File: src/rtl/keccak_pkg.sv
// Shared Keccak constants and types for the state-array reader.
// The squeeze unit and its lane multiplexer both import this package.
package keccak_pkg;

  localparam int ROW_SIZE       = 5;
  localparam int COL_SIZE       = 5;
  localparam int LANE_SIZE      = 64;
  localparam int MAX_RATE_LANES = 21;

  typedef enum logic [1:0] {
    IDLE,
    STREAM,
    PERM_WAIT
  } squeeze_state_e;

  // Byte enables for a beat carrying n bytes (n = 0..8), contiguous from bit 0.
  function automatic logic [7:0] keep_mask(input logic [3:0] n);
    logic [8:0] ones;
    ones      = (9'd1 << n) - 9'd1;
    keep_mask = (n >= 4'd8) ? 8'hFF : ones[7:0];
  endfunction

endpackage

File: src/rtl/keccak_lane_select.sv
// Combinational 25:1 lane multiplexer: picks state[x][y] for lane index x + 5*y.
// Out-of-range indices (25..31) return zero.
module keccak_lane_select
  import keccak_pkg::*;
(
  input  logic [ROW_SIZE-1:0][COL_SIZE-1:0][LANE_SIZE-1:0] state_i,
  input  logic [4:0]                                       lane_idx_i,
  output logic [LANE_SIZE-1:0]                             lane_o
);

  // NOTE: assigning a default before the loop gives every path a value, so no latch is inferred.
  always_comb begin
    lane_o = '0;
    for (int y = 0; y < COL_SIZE; y++) begin
      for (int x = 0; x < ROW_SIZE; x++) begin
        if (lane_idx_i == 5'(x + 5 * y)) lane_o = state_i[x][y];
      end
    end
  end

endmodule

File: src/rtl/keccak_squeeze_unit.sv
// Snapshots a permuted Keccak state and streams its rate lanes as 64-bit valid/ready beats,
// requesting further permutations for long (SHAKE) outputs. Option: KECCAK_SQUEEZE_ZEROIZE_EN.
module keccak_squeeze_unit
  import keccak_pkg::*;
#(
  parameter int OUT_LEN_W  = 16,
  parameter int RATE_IDX_W = 5
) (
  input  logic                                             clk,
  input  logic                                             rst_n,
  input  logic                                             start_i,
  input  logic [OUT_LEN_W-1:0]                             out_len_i,
  input  logic [RATE_IDX_W-1:0]                            rate_lanes_i,
  input  logic [ROW_SIZE-1:0][COL_SIZE-1:0][LANE_SIZE-1:0] state_array_i,
  output logic                                             perm_req_o,
  input  logic                                             perm_done_i,
  output logic                                             out_valid_o,
  input  logic                                             out_ready_i,
  output logic [63:0]                                      out_data_o,
  output logic [7:0]                                       out_keep_o,
  output logic                                             out_last_o,
  output logic                                             busy_o,
  output logic                                             done_o
);

  squeeze_state_e state_q;
  logic [ROW_SIZE-1:0][COL_SIZE-1:0][LANE_SIZE-1:0] snapshot_q;
  logic [OUT_LEN_W-1:0] remaining_q;
  logic [4:0]           lane_idx_q;
  logic [4:0]           rate_q;
  logic                 out_valid_q;
  logic                 perm_req_q;
  logic                 done_q;

  logic [OUT_LEN_W-1:0] step;
  logic [OUT_LEN_W-1:0] rem_d;
  logic [4:0]           lane_idx_d;
  logic [4:0]           rate_d;
  logic [3:0]           beat_bytes;
  logic                 xfer;
  logic [LANE_SIZE-1:0] lane_data;

  always_comb begin
    if (rate_lanes_i == '0) begin
      rate_d = 5'd1;
    end else if (rate_lanes_i > RATE_IDX_W'(MAX_RATE_LANES)) begin
      rate_d = 5'(MAX_RATE_LANES);
    end else begin
      rate_d = 5'(rate_lanes_i);
    end
  end

  // The step is bounded by remaining itself, so remaining can never wrap below zero.
  assign step       = (remaining_q >= OUT_LEN_W'(8)) ? OUT_LEN_W'(8) : remaining_q;
  assign rem_d      = remaining_q - step;
  assign beat_bytes = step[3:0];
  assign lane_idx_d = lane_idx_q + 5'd1;
  assign xfer       = out_valid_q & out_ready_i;

  keccak_lane_select u_lane_select (
    .state_i    (snapshot_q),
    .lane_idx_i (lane_idx_q),
    .lane_o     (lane_data)
  );

  // NOTE: sequential state uses non-blocking assignments so every register samples pre-edge values.
  // NOTE: snapshot_q is a flop array, not a RAM, so it is reset and never exposes a stale state.
  always_ff @(posedge clk or negedge rst_n) begin
    if (!rst_n) begin
      state_q     <= IDLE;
      snapshot_q  <= '0;
      remaining_q <= '0;
      lane_idx_q  <= '0;
      rate_q      <= '0;
      out_valid_q <= 1'b0;
      perm_req_q  <= 1'b0;
      done_q      <= 1'b0;
    end else begin
      done_q <= 1'b0;
      unique case (state_q)
        IDLE: begin
          if (start_i) begin
            if (out_len_i == '0) begin
              done_q <= 1'b1;
            end else begin
              snapshot_q  <= state_array_i;
              remaining_q <= out_len_i;
              rate_q      <= rate_d;
              lane_idx_q  <= '0;
              out_valid_q <= 1'b1;
              state_q     <= STREAM;
            end
          end
        end
        STREAM: begin
          if (xfer) begin
            remaining_q <= rem_d;
            lane_idx_q  <= lane_idx_d;
            if (rem_d == '0) begin
              done_q      <= 1'b1;
              out_valid_q <= 1'b0;
              state_q     <= IDLE;
`ifdef KECCAK_SQUEEZE_ZEROIZE_EN
              snapshot_q  <= '0;
`endif
            end else if (lane_idx_d == rate_q) begin
              out_valid_q <= 1'b0;
              perm_req_q  <= 1'b1;
              state_q     <= PERM_WAIT;
`ifdef KECCAK_SQUEEZE_ZEROIZE_EN
              snapshot_q  <= '0;
`endif
            end
          end
        end
        PERM_WAIT: begin
          if (perm_done_i) begin
            snapshot_q  <= state_array_i;
            lane_idx_q  <= '0;
            perm_req_q  <= 1'b0;
            out_valid_q <= 1'b1;
            state_q     <= STREAM;
          end
        end
        default: state_q <= IDLE;
      endcase
    end
  end

`ifdef KECCAK_SQUEEZE_ZEROIZE_EN
  assign out_data_o = out_valid_q ? lane_data : '0;
`else
  assign out_data_o = lane_data;
`endif

  // Keep and last derive from the remaining count; gating with valid keeps them 0 when idle.
  assign out_keep_o  = out_valid_q ? keep_mask(beat_bytes) : 8'h00;
  assign out_last_o  = out_valid_q & (remaining_q <= OUT_LEN_W'(8));
  assign out_valid_o = out_valid_q;
  assign perm_req_o  = perm_req_q;
  assign done_o      = done_q;
  assign busy_o      = (state_q != IDLE);

endmodule

File: config.mk
export PLATFORM = sky130hd
export DESIGN_NAME = keccak_squeeze_unit
export DESIGN_NICKNAME = d
export VERILOG_FILES = /design/src/rtl/keccak_pkg.sv /design/src/rtl/keccak_lane_select.sv /design/src/rtl/keccak_squeeze_unit.sv
export SDC_FILE = /design/constraint.sdc
export NUM_CORES = 2
export LEC_CHECK = 0
export CORE_AREA = 2 2 669 671
export CTS_CLUSTER_DIAMETER = 100
export CTS_CLUSTER_SIZE = 25
export DETAILED_ROUTE_END_ITERATION = 7
export DIE_AREA = 0 0 671 673
export GPL_TIMING_DRIVEN = 0
export PLACE_DENSITY_LB_ADDON = 0.1
export SLEW_MARGIN = 30
export SYNTH_ARGS = -nofsm -noshare
export SYNTH_HDL_FRONTEND = slang
export SYNTH_SLANG_ARGS = --single-unit
File: constraint.sdc
create_clock -name clk -period 12.9 [get_ports clk]
set_input_delay 2.58 -clock clk [delete_from_list [all_inputs] [get_ports clk]]
set_output_delay 2.58 -clock clk [all_outputs]
set_load 0.02 [all_outputs]
==> results.md <==
* Status: completed
* Mapped Area at 79200 um^2
* Post-DP HPWL at 560000 um
* DRT Wirelength at 671000 um
* Die Width at 671 um
* CTS H-Tree Depth at 3
* Die area at 452000 um^2
* Initial antenna violation count at 538
* Layout cell share with drive strength beyond 1 at 0.305
* Tmin final at 11.40 ns
* Arr. time, crit path at 8.82 ns
* Grt peak-use layer: met2
* Clock latency on the worst-skew pair at 0.97 ns
* Vias in the first global route at 66900
* R2R setup slack at 8.18 ns
* CP Launch Type: flop
* Die H at 673 um
* Final setup viols at 0
* ANT nets after route at 0
* Slew Limit Fails at 0
* Worst reg-to-reg path cell count at 14
* Power Density at 262 nW/um^2
* Seq/Total Area, Yosys at 0.515
* Synth async-reset ratio at 1.00
* DRC violations left at 0
* Gr ovfl total at 0
* LEAKAGE at 0.0451 uW
* Filler Cells Inserted at 46700
* Slew margin rel. at 0.222
* Num rows at 245
* Max Freq at 0.0877 GHz
* Clock sink total at 1631
* NetSw at 13400 uW
* Part of the power in registers at 0.330
* Met1 GRT Util at 0.337
* Yosys warns at 0
* CTS-repair resized insts at 0
* Clock group share of total power at 0.161
* Max-cap violations at 0
* P_int at 15700 uW
* GRT Total Usage at 0.288
* Syn Nets at 7590
* Synth top area share at 0.515
* Worst-path fanout max at 11
* Hold Buf Count CTS at 0
* HP Start: snapshot_q[245]
* EDFF count, synth at 0
* Setup TNS at 0 ns
* WP data required at 10.32 ns
* Distinct cells, synth at 92
* GRT met2 Usage at 0.506
* Leading cell types in the layout, fill and taps excluded: clkdlybuf4s50_1 (1701), dfrtp_1 (1631), mux2_4 (996)
* Worst r2r src: lane_idx_q[2]
* Hold Path Cell Cnt at 1
* Io pins at 1703
* Clock tree buffer depth at 4
* Hold crit path type: reg -> reg
* Post-DR wirelength/cell at 47.6 um
* DRT iter0 DRCs at 6080
* Sw Ratio at 0.459
* Placer Congestion at 0.899
* CP endpoint kind: output pin
* Largest net degree at the start of global routing at 112
* Util after Layout at 0.250
* Period Utilization, post-route at 0.884
* # nets final at 9523
* Top_reg_cell synth: dfrtp_1
* TritonCTS Buffers at 122
* CTS root buffer: clkbuf_16
* Initial Utilization at 0.178
* Synth area leader: dfrtp_1
* Most common cell after layout, fill and taps aside: clkdlybuf4s50_1
* Post-Syn Instances at 5957
* Via count at 66200
* RSZ-0062 raised after global routing: no
* Hold Violations, Final at 0
* Port-buffer cells at 1702
* Routed vias/inst at 4.70
* Global-route wire length before repair at 824000 um
* CTS tree: done
* Largest cells by area after synthesis: dfrtp_1 (52%), mux2_4 (19%), mux2_2 (8.5%)
* Comb power frac at 0.509
* Slew @ Worst Pin at 1.17 ns
* Worst min-delay path endpoint: snapshot_q[245]
* Critical path type: reg -> out
* Worst IR Drop VDD at 0.000175 V
* Yosys reg bits at 1631
* Drt pass-1 iters at 5
* Met3 Usage GRT at 0.0595
* Reg2reg end: state_q[1]
* Core ar. at 444000 um^2
* Synthesized area per cell at 13.3 um^2
* Clk_skew at 0.0644 ns
* Setup bufs post-CTS at 0
* CTS clk-pin slew, worst paths at 0.10 ns
* P&R area growth vs syn at 40.3%
[layout make-up]
cell class              instances  area (um^2)  area share
diodes                        175          438     0.00394
plain buffers                 463         2900      0.0261
clock buffers                 131         3170      0.0285
clock inverters                95         1300      0.0117
inverters                      20         75.1    0.000676
multi-input cells            3843        36400       0.328
flip-flops and latches       1631        40800       0.367
well taps                    5928         7420      0.0668
repair buffers               1809        18500       0.167
[cells by family after synthesis]
| group | Yosys count | synth area share |
|---|---|---|
| flip-flops | 1631 | 0.515 |
| AND/OR/NAND/NOR | 908 | 0.0567 |
| multiplexers | 1596 | 0.274 |
| adder cells (fa/ha/maj) | 8 | 0.00123 |
| buffers and inverters | 483 | 0.0367 |
| AO/OA/AOI/OAI | 1321 | 0.115 |
| other | 1 | 0.0000473 |
| XOR/XNOR | 9 | 0.000995 |
[per-stage QoR]
step	hold slack (ns)	setup slack (ns)	power, uW	std cells	cell area (um^2)
after detailed placement	0.486	2.46	24500	13700	106000
after global routing	0.521	1.40	29900	14000	111000
after floorplan	0.463	6.95	15000	5957	79200
final	0.509	1.50	29100	14100	111000
after CTS	0.510	1.41	29300	13900	111000
after global placement	0.486	-76.22	23500	13600	104000
[registers in the layout (all words and copies together) (netlist names)]
name and flops:
perm_req_o 1, snapshot_q 1600, lane_idx_q 5, done_o 1, remaining_q 16, state_q 2, out_valid_o 1, rate_q 5
[layer usage]
layer	vias to the layer above	wire, um
met5	-	1440
met4	224	35200
met3	1209	39000
met2	3357	334000
met1	35000	262000
li1	26400	-
[worst max-delay path by stage]
| stage | from | endpoint | slack, ns | cells after the start |
|---|---|---|---|---|
| detailed placement | lane_idx_q[2] | out_data_o[41] | 2.46 | 16 |
| global route | lane_idx_q[2] | out_data_o[41] | 1.40 | 16 |
| floorplan | lane_idx_q[0] | out_data_o[52] | 6.95 | 14 |
| finish | lane_idx_q[2] | out_data_o[12] | 1.50 | 16 |
| global placement | rst_n | snapshot_q[1045] | -76.22 | 1 |
| CTS | lane_idx_q[2] | out_data_o[41] | 1.41 | 16 |
[worst max-delay path, cell delays in order (launching register included)]
cell	delay, ns
dfrtp_1	0.55
buf_4	0.25
buf_4	0.22
buf_2	0.50
buf_2	0.52
buf_2	0.41
buf_2	0.52
and3_1	0.24
ha_1	0.25
clkbuf_2	0.47
clkbuf_2	0.53
clkbuf_1	0.43
o21ai_1	0.48
nor4_1	0.67
o41a_1	0.76
o21ai_1	0.33
clkdlybuf4s50_1	0.66
[power by group through the flow]
stage	clock [uW]	combinational, uW	sequential [uW]
finish	4680	14800	9610
detailed placement	0	14800	9670
global placement	0	13700	9800
global route	4960	15100	9840
floorplan	0	6230	8730
CTS	4810	14900	9570
[synth_stat cells, types with 45 or more instances]
| cell type | number |
|---|---|
| nand3_1 | 81 |
| a21oi_1 | 260 |
| dfrtp_1 | 1631 |
| clkbuf_1 | 155 |
| o22ai_1 | 192 |
| o21ai_0 | 188 |
| a22oi_1 | 112 |
| nor2_1 | 234 |
| a221oi_1 | 93 |
| a221o_1 | 45 |
| nand2_1 | 300 |
| buf_2 | 172 |
| o221ai_1 | 88 |
| nor3_1 | 53 |
| mux2_2 | 600 |
| buf_6 | 111 |
| mux2_4 | 996 |
Note: power is estimated with default switching activity, not from simulation.
